[src/rtl/core_mem_arbiter.sv]
// Two-port arbiter sharing one single-ported data memory (port 0 = core, port 1 = loader/debug).
// Build option: define ARB_RR_EN for round-robin priority; otherwise port 0 always wins.
module core_mem_arbiter #(
  parameter int              AW       = 32,
  parameter int              DW       = 32,
  parameter int              TIMEOUT  = 16,
  parameter logic [DW-1:0]   ERR_DATA = 32'hDEADBEEF
) (
  input  logic          clk,
  input  logic          reset,

  input  logic          m0_req,
  input  logic          m0_we,
  input  logic [AW-1:0] m0_addr,
  input  logic [DW-1:0] m0_wdata,
  output logic          m0_gnt,
  output logic          m0_rvalid,
  output logic [DW-1:0] m0_rdata,
  output logic          m0_err,

  input  logic          m1_req,
  input  logic          m1_we,
  input  logic [AW-1:0] m1_addr,
  input  logic [DW-1:0] m1_wdata,
  output logic          m1_gnt,
  output logic          m1_rvalid,
  output logic [DW-1:0] m1_rdata,
  output logic          m1_err,

  output logic          mem_req,
  output logic          mem_we,
  output logic [AW-1:0] mem_addr,
  output logic [DW-1:0] mem_wdata,
  input  logic          mem_ack,
  input  logic          mem_rvalid,
  input  logic [DW-1:0] mem_rdata,

  output logic          busy
);

  typedef enum logic [1:0] {
    S_IDLE  = 2'd0,
    S_ISSUE = 2'd1,
    S_WAIT  = 2'd2
  } state_e;

  localparam logic [7:0] TIMEOUT_CNT = 8'(TIMEOUT);

  state_e          state_q;
  logic            owner_q;
  logic [7:0]      cnt_q;
  logic [7:0]      cnt_d;
  logic            mem_req_q;
  logic            mem_we_q;
  logic [AW-1:0]   mem_addr_q;
  logic [DW-1:0]   mem_wdata_q;
  logic [1:0]      gnt_q;
  logic [1:0]      rvalid_q;
  logic [1:0]      err_q;
  logic [DW-1:0]   rdata_q [2];
  logic            busy_q;

  logic [1:0]      req_eff;
  logic            win_d;
  logic            sel_we;
  logic [AW-1:0]   sel_addr;
  logic [DW-1:0]   sel_wdata;

  // A requester still holds req during its gnt cycle; only a req held past it is a new request.
  assign req_eff = {m1_req & ~gnt_q[1], m0_req & ~gnt_q[0]};

`ifdef ARB_RR_EN
  logic last_gnt_q;

  // Reset value 1 means "port 1 was last served", so port 0 has priority out of reset.
  always_comb begin
    win_d = 1'b0;
    if (req_eff[0] && req_eff[1]) begin
      win_d = ~last_gnt_q;
    end else if (req_eff[1]) begin
      win_d = 1'b1;
    end
  end

  always_ff @(posedge clk or negedge reset) begin
    if (!reset) begin
      last_gnt_q <= 1'b1;
    end else if (state_q == S_ISSUE && mem_ack) begin
      last_gnt_q <= owner_q;
    end
  end
`else
  assign win_d = ~req_eff[0];
`endif

  assign sel_we    = win_d ? m1_we    : m0_we;
  assign sel_addr  = win_d ? m1_addr  : m0_addr;
  assign sel_wdata = win_d ? m1_wdata : m0_wdata;
  assign cnt_d     = cnt_q + 8'd1;

  always_ff @(posedge clk or negedge reset) begin
    if (!reset) begin
      state_q     <= S_IDLE;
      owner_q     <= 1'b0;
      cnt_q       <= '0;
      mem_req_q   <= 1'b0;
      mem_we_q    <= 1'b0;
      mem_addr_q  <= '0;
      mem_wdata_q <= '0;
      gnt_q       <= '0;
      rvalid_q    <= '0;
      err_q       <= '0;
      rdata_q[0]  <= '0;
      rdata_q[1]  <= '0;
      busy_q      <= 1'b0;
    end else begin
      gnt_q    <= '0;
      rvalid_q <= '0;
      err_q    <= '0;
      case (state_q)
        S_IDLE: begin
          if (|req_eff) begin
            owner_q     <= win_d;
            mem_we_q    <= sel_we;
            mem_addr_q  <= sel_addr;
            mem_wdata_q <= sel_wdata;
            mem_req_q   <= 1'b1;
            busy_q      <= 1'b1;
            state_q     <= S_ISSUE;
          end
        end
        S_ISSUE: begin
          if (mem_ack) begin
            mem_req_q      <= 1'b0;
            gnt_q[owner_q] <= 1'b1;
            if (mem_we_q) begin
              busy_q  <= 1'b0;
              state_q <= S_IDLE;
            end else begin
              cnt_q   <= '0;
              state_q <= S_WAIT;
            end
          end
        end
        S_WAIT: begin
          // Real data wins over a timeout landing on the same cycle.
          if (mem_rvalid) begin
            rvalid_q[owner_q] <= 1'b1;
            rdata_q[owner_q]  <= mem_rdata;
            busy_q            <= 1'b0;
            state_q           <= S_IDLE;
          end else if (cnt_d == TIMEOUT_CNT) begin
            rvalid_q[owner_q] <= 1'b1;
            err_q[owner_q]    <= 1'b1;
            rdata_q[owner_q]  <= ERR_DATA;
            cnt_q             <= cnt_d;
            busy_q            <= 1'b0;
            state_q           <= S_IDLE;
          end else begin
            cnt_q <= cnt_d;
          end
        end
        default: begin
          mem_req_q <= 1'b0;
          busy_q    <= 1'b0;
          state_q   <= S_IDLE;
        end
      endcase
    end
  end

  assign mem_req   = mem_req_q;
  assign mem_we    = mem_we_q;
  assign mem_addr  = mem_addr_q;
  assign mem_wdata = mem_wdata_q;
  assign busy      = busy_q;

  assign m0_gnt    = gnt_q[0];
  assign m0_rvalid = rvalid_q[0];
  assign m0_err    = err_q[0];
  assign m0_rdata  = rdata_q[0];

  assign m1_gnt    = gnt_q[1];
  assign m1_rvalid = rvalid_q[1];
  assign m1_err    = err_q[1];
  assign m1_rdata  = rdata_q[1];

endmodule

[config.mk]
export PLATFORM = sky130hd
export DESIGN_NAME = core_mem_arbiter
export DESIGN_NICKNAME = d
export VERILOG_FILES = /design/src/rtl/core_mem_arbiter.sv
export SDC_FILE = /design/constraint.sdc
export NUM_CORES = 1
export LEC_CHECK = 0
export ABC_AREA = 0
export ABC_CLOCK_PERIOD_IN_PS = 6250
export CORE_UTILIZATION = 44
export DETAILED_ROUTE_END_ITERATION = 8
export PLACE_DENSITY = 0.85
export SYNTH_ARGS = -nofsm -noshare
export SYNTH_HDL_FRONTEND = slang
export SYNTH_SLANG_ARGS = --single-unit
[constraint.sdc]
create_clock -name clk -period 6.25 [get_ports clk]
set_clock_uncertainty 0.05 [all_clocks]
set_input_delay 1.25 -clock clk [delete_from_list [all_inputs] [get_ports clk]]
set_output_delay 1.25 -clock clk [all_outputs]
set_load 0.05 [all_outputs]
# Word level (Yosys, flattened, before mapping)
# Cells that the tools add are included.
[totals]
reg_bits = 148
input_bits = 168
out_inout_bits = 137
wordCells = 84
[op_classes]
addsub = 1
order_cmp = 4
eq_ne = 9
n_mux = 35
bitwise_logic = 10
reduce_logical = 12
[ops]
columns = ["operator", "count"]
rows = [
  ["$mux W64", 2],
  ["$mux W32", 3],
  ["$bwmux W64", 1],
  ["$or A48 B48 Y48", 1],
  ["$demux W32 S1", 1],
  ["$mux W2", 12],
  ["$mux W8", 3],
  ["$and A16 B16 Y16", 1],
  ["$not A16 Y16", 1],
  ["$pmux W8 S2", 1],
  ["$ne A2 B2 Y1 const B", 5],
  ["$add A8 B1 Y8 const B", 1],
  ["$eq A8 B5 Y1 const B", 1],
  ["$mux W1", 8],
  ["$reduce_and A4 Y1", 2],
  ["$pmux W1 S3", 2],
  ["$pmux W2 S3", 1],
  ["$reduce_and A3 Y1", 2],
  ["$not A1 Y1", 4],
  ["$reduce_and A2 Y1", 2],
  ["$reduce_bool A2 Y1", 2],
  ["$ne A3 B3 Y1 const B", 1],
  ["$and A1 B1 Y1", 2],
  ["$eq A2 B1 Y1 const B", 1],
  ["10 further kinds", 11],
]

# Longest topological paths before layout
# Gate-level depths: netlist of run 1.
[logic_depth]
word_depth = 9
ltp_mapped = 9
mapped_depth_nobuf = 7

# Worst setup path before layout of run 1
# No wires, ideal clock.
[synth_path]
kind = "input port to flip-flop"
startpoint = "input port m0_req"
endpoint = "register mem_addr_q[10] (netlist: mem_addr[10])"
setup_ps = 133
arrival_ps = 2453
t_required_ps = 6067
slack_ps = 3614
stages = 9
n_path_buf = 4
path_cell_list = "nand2b_1 clkbuf_1 a21boi_1 or3_1 clkbuf_1 buf_2 clkbuf_1 nand2_1 o21ai_0"
[synth_between]
elab_chain_len = 3
word_cells_on_any_way = 4
classes_between = "mux (1); bitwise (1); reduce/logical (2)"
[synth_rtl]
columns = ["item", "line_no", "text"]
rows = [
  ["start: declaration", "12", "input logic m0_req,"],
  ["$and A1 B1 Y1 *", "70", "assign req_eff = {m1_req & ~gnt_q[1], m0_req & ~gnt_q[0]};"],
  ["$reduce_or A2 Y1", "122", "if (|req_eff) begin"],
  ["$reduce_and A2 Y1 (no line)", "--", ""],
  ["end signal: assignment", "125", "mem_addr_q <= sel_addr;"],
  ["end: declaration", "55", "logic [AW-1:0] mem_addr_q;"],
]
# Every way passes the cells marked *; elsewhere a longest branch is shown, timed or not.
# A chain may end at the register's enable or synchronous reset.

# Final worst setup path of run 1
[layout_path]
startpoint = "input port m0_req"
endpoint = "register mem_addr_q[21] (netlist: mem_addr[21])"
# Same word-level chain as after synthesis.

==> results of run 1 <==
synth_stat cells (all sizes together), types with 2 or more instances:
cell type | instances | area (um2)
a21o | 2 | 16.3
a22o | 17 | 169
and3 | 4 | 30.0
buf | 20 | 141
clkbuf | 19 | 72.6
dfrtp | 148 | 3700
ha | 2 | 25.0
inv | 5 | 28.8
mux2i | 65 | 651
nand2 | 77 | 289
nand2b | 4 | 25.0
nand3 | 5 | 25.0
nor2 | 9 | 33.8
nor2b | 2 | 12.5
nor3 | 7 | 35.0
o21ai | 75 | 398
o22a | 49 | 442
o31ai | 2 | 20.0
xnor2 | 2 | 17.5
xor2 | 4 | 35.0
registers in the layout (all words and copies together) (netlist names):
name and count:
busy 1, err_q 2, rvalid_q 2, mem_addr 32, gnt_q 2, m0_rdata 32
m1_rdata 32, state_q 2, owner_q 1, cnt_q 8, mem_wdata 32, mem_we 1
mem_req 1
stage by stage:
stage / hold slack, ns / instances
after floorplan: 0.420 / 531
after global placement: 0.412 / 978
after detailed placement: 0.420 / 978
after CTS: 0.435 / 1010
after global routing: 0.455 / 1010
final: 0.431 / 1010
logic make-up (layout without fill, tap and decap cells):
kind of cell,after synthesis,in the layout,share of synthesized area (%)
flip-flops,148,148,59.1
XOR/XNOR,6,6,0.839
AO/OA/AOI/OAI,152,152,17.5
multiplexers,65,65,10.4
buffers and inverters,44,343,3.87
AND/OR/NAND/NOR,114,114,7.91
adder cells (fa/ha/maj),2,2,0.399
tightest hold or removal path, stage by stage, from the launching register on:
cell     delay (ns)
dfrtp_1        0.34
nand2_1        0.05
o21ai_0        0.06
worst min path at each step:
stage | to | cells after the start
after CTS | mem_addr[9] | 2
final | mem_addr[9] | 2
after global placement | mem_addr[29] | 2
after detailed placement | mem_addr[9] | 2
after global routing | mem_addr[30] | 2
after floorplan | gnt_q[0] | 1
area by class of cell:
| type | count | area (um2) |
|---|---|---|
| fillers | 962 | 3930 |
| repair buffers | 306 | 3060 |
| multi-input cells | 339 | 2330 |
| clock buffers | 18 | 439 |
| flip-flops and latches | 148 | 3700 |
| clock inverters | 14 | 166 |
| inverters | 5 | 28.8 |
| well taps | 180 | 225 |
routing by layer:
layer  GRT usage, %  up-vias
met5              0        -
met3           5.55       42
li1               -     2479
met1           28.0     2517
met4           11.0        0
met2           42.4      247
power by group through the flow:
| stage | Combinational (mW) | Sequential [mW] | Clock, mW |
|---|---|---|---|
| final | 3.31 | 1.68 | 1.03 |
| after global routing | 3.46 | 1.73 | 1.10 |
| after CTS | 3.33 | 1.68 | 1.05 |
| after detailed placement | 3.32 | 1.70 | 0 |
| after global placement | 3.27 | 1.66 | 0 |
| after floorplan | 0.708 | 3.11 | 0 |
==> results.toml, run 1 <==
[grt]
grt_max_degree = 133
first_global_vias = 5284
grt_pass1_wl_mm = 27.0
overflow = 0
grt_antenna_before_repair = 0
grt_use_total_pct = 24.2

[placed_design]
gp_congestion = 0.818
placed_area_mm2 = 0.00935
pre_cts_ws_ns = 2.77
io_buffer_count = 304
dpl.hpwl_mm = 12.9

[detailed_routing]
wl_met2_mm = 8.98
vias_per_cell = 5.23
vias = 5285
top_layer = "met4"
wl_met3_mm = 1.08
routed_wl_mm = 17.5
first_pass_iters = 4
wl_met1_mm = 6.78
drc = 0
ant_nets = 0
drt_iter0_drc = 219
wire_per_inst_um = 17.3

[critical_path]
path_cells = "clkdlybuf4s50_1 -> nand2b_4 -> a21boi_1 -> or3_4 -> o21ai_0"
endpoint = "mem_addr[21]"
reg2reg_to = "m1_rdata[7]"
cp.buffers_inverters = 1
end_kind = "flip-flop"
crit_type = "input port to flip-flop"
cp_data_arrival_time_ns = 3.30
slowest_stage = "or3_4"
cpLargestDelayFamily = "simple AND/OR/NAND/NOR gates"
cp.required_ns = 6.42
rr_worst_depth = 7
cp_max_fo = 132
critPathMaxStageDelay_ns = 0.88
cp-startpoint = "m0_req"
start_kind = "input port"
timing.rr.start = "cnt_q[0]"
cp.depth = 5
rrSetupSlack_ns = 3.91

[power]
pwr-share-seq_pct = 27.9
internal_power_mw = 3.17
clkPwrFrac_pct = 17.1
finalPower_mw = 6.03
peakVddDrop_uv = 277
power.density_mw_per_mm2 = 605
p_switching_mw = 2.86
p_leak_nw = 4.33
p_sw_share_pct = 47.4
comb_power_share_pct = 54.9

[cts]
ctsResizeCount = 0
insertion_delay_ns = 0.41
cts_htree_levels = 4
hold_buffers = 0
cts_root_buf = "clkbuf_16"
cts_setup_buffers = 0
cts_max_path_buffers = 2
cts.sinks = 148
clk_pin_slew_ns = 0.07
cts_buffers = 17
cts_tree = "done"

[die]
die_y_um = 121
rows = 43
boundaryPins = 305
dieArea_mm2 = 0.0147
start_util_pct = 45.1
fp.dieW_um = 121
core-area_mm2 = 0.0139

[cells_and_area]
mostFrequentLayoutCell = "clkdlybuf4s50_1"
area_growth_pct = 58.9
finish.utilization_pct = 71.7
nets = 987
final_cell_mix = "clkdlybuf4s50_1 (303), dfrtp_1 (148), nand2_1 (77)"
diodes = 0
drive_gt1_share_pct = 8.67
design_area_mm2 = 0.00995

[timing]
worst_pin_slew_ns = 1.11
finalSetupViolCount = 0
rsz0062_at_grt = "false"
finalCritPeriodShare_pct = 50.1
setup_tns_ns = 0
final_hold_viol_count = 0
slew_headroom_pct = 26.0
fin_ws_ns = 3.12
max_freq_mhz = 319
drv_slew = 0
fin_crit_ns = 3.13

[yosys]
syn_nets = 701
synthFlopType = "dfrtp_1"
synthDistinctLibCells = 45
ys_seq_area_share_pct = 59.1
ys_ff_latch = 148
syn_area_per_cell_um2 = 11.8
synth_enable_flop_cells = 0
synth_cells = 531
postSynth.asyncResetShare_pct = 100
netlist_area_mm2 = 0.00626
ys.warnings.count = 0

[worst_hold_path]
hold_path.class = "flip-flop to flip-flop"
hp-start = "mem_addr[9]"

[run_status]
status = "complete, no violations"

[job]
maxCapViolations = 0
No activity file was read; power rests on OpenSTA's default activity.
==> run 2, diff against run 1 <==
ABC_CLOCK_PERIOD_IN_PS = 2800   (was 6250)
CORE_UTILIZATION = 37   (was 44)
PLACE_DENSITY = 0.76   (was 0.85)
clock period = 2.8 ns   (was 6.25 ns; I/O delays follow)
==> results.toml, run 2 (synthesized netlist as in run 1, its figures left out) <==
[grt]
grt_pass1_wl_mm = 27.5
grt_use_total_pct = 20.4
overflow = 0
grt_antenna_before_repair = 0
grt_max_degree = 73
first_global_vias = 5268

[die]
die_y_um = 132
dieArea_mm2 = 0.0175
start_util_pct = 37.8
rows = 47
fp.dieW_um = 132
boundaryPins = 305
core-area_mm2 = 0.0166

[timing]
finalSetupViolCount = 0
fin_crit_ns = 2.34
finalCritPeriodShare_pct = 83.5
setup_tns_ns = 0
worst_pin_slew_ns = 0.597
drv_slew = 0
slew_headroom_pct = 60.1
final_hold_viol_count = 0
max_freq_mhz = 428
timing.hold.ws_ns = 0.0224
fin_ws_ns = 0.463
rsz0062_at_grt = "false"

[critical_path]
cpLargestDelayFamily = "simple AND/OR/NAND/NOR gates"
reg2reg_to = "m0_rdata[3]"
cp.buffers_inverters = 1
path_cells = "ha_1 -> or4b_1 -> o31ai_2 -> and3_4 -> o21ai_4 -> inv_6 -> o22a_2"
start_kind = "flip-flop"
timing.rr.start = "cnt_q[0]"
end_kind = "flip-flop"
cp_max_fo = 25
rrSetupSlack_ns = 0.46
cp-startpoint = "cnt_q[0]"
slowest_stage = "or4b_1"
cp.required_ns = 3.11
crit_type = "flip-flop to flip-flop"
critPathMaxStageDelay_ns = 0.56
cp_data_arrival_time_ns = 2.65
rr_worst_depth = 7

[cts]
cts.sinks = 148
cts_max_path_buffers = 2
cts_setup_buffers = 0
cts_root_buf = "clkbuf_16"
insertion_delay_ns = 0.42
clk_pin_slew_ns = 0.06
cts_tree = "done"
hold_buffers = 0
cts_htree_levels = 4
cts_buffers = 17
ctsResizeCount = 0

[placed_design]
gp_congestion = 0.797
dp_cells = 1025
io_buffer_count = 304
placed_area_mm2 = 0.00949
pre_cts_ws_ns = 0.318
dpl.hpwl_mm = 12.7

[cells_and_area]
nets = 994
diodes = 0
mostFrequentLayoutCell = "clkdlybuf4s50_1"
final_cell_mix = "clkdlybuf4s50_1 (303), dfrtp_1 (148), nand2_1 (77)"
finish.utilization_pct = 61.2
seq_area_mm2 = 0.00370
area_growth_pct = 62.0
fillers = 1376
multiInputGateArea_mm2 = 0.00233
finalNonFillerCells = 1057
drive_gt1_share_pct = 9.44
design_area_mm2 = 0.0102

[detailed_routing]
drt_iter0_drc = 225
ant_nets = 0
drc = 0
routed_wl_mm = 17.2
vias = 5155
wire_per_inst_um = 16.2
vias_per_cell = 4.88
first_pass_iters = 4

[power]
internal_power_mw = 7.29
p_switching_mw = 6.38
finalPower_mw = 13.7
p_leak_nw = 4.40
power.density_mw_per_mm2 = 1350
p_sw_share_pct = 46.7
clkPwrFrac_pct = 18.5
peakVddDrop_uv = 709
pwr-share-seq_pct = 27.2
comb_power_share_pct = 54.4

[run_status]
status = "complete, no violations"

[job]
maxCapViolations = 0

[worst_hold_path]
hold_path.class = "input port to async pin"
==> run 2: how the worst max path moves through the flow <==
stage / end / slack [ns] / depth (start not counted)
4_1_cts: mem_we / 0.44 / 1
3_5_place_dp: mem_wdata[8] / 0.32 / 6
6_report: m0_rdata[3] / 0.46 / 7
2_1_floorplan: m1_rdata[10] / 0.69 / 8
3_3_place_gp: mem_addr[22] / 0.43 / 7
5_1_grt: m0_rdata[3] / 0.33 / 7
==> run 2: per-layer routing <==
layer  GRT usage, %  up-vias  routed length, um
met5              0        -                  0
li1               -     2491                  -
met2           35.0      205               8580
met4           8.40        0                431
met3           5.57       33               1080
met1           24.1     2426               7060
==> run 2: worst register-to-register path, delay by kind of cell (launching register included) <==
family                   cells  cell delay, ns
buffers and inverters        1            0.21
AO/OA/AOI/OAI                3            0.43
flip-flops                   1            0.44
AND/OR/NAND/NOR              2            0.86
adder cells (fa/ha/maj)      1            0.29
==> run 2: power groups by stage <==
stage / clock [mW] / sequential (mW) / combinational [mW]
4_1_cts: 2.57 / 3.72 / 7.50
6_report: 2.53 / 3.71 / 7.43
3_5_place_dp: 0 / 3.74 / 7.49
2_1_floorplan: 0 / 6.94 / 1.58
5_1_grt: 2.67 / 3.85 / 7.77
3_3_place_gp: 0 / 3.70 / 7.40
==> run 2: final cells by class <==
class | count | share of cell area, %
repair buffers | 313 | 31.0
flip-flops and latches | 148 | 36.5
inverters | 5 | 0.283
clock inverters | 15 | 2.34
clock buffers | 17 | 4.19
multi-input cells | 339 | 23.0
well taps | 220 | 2.71
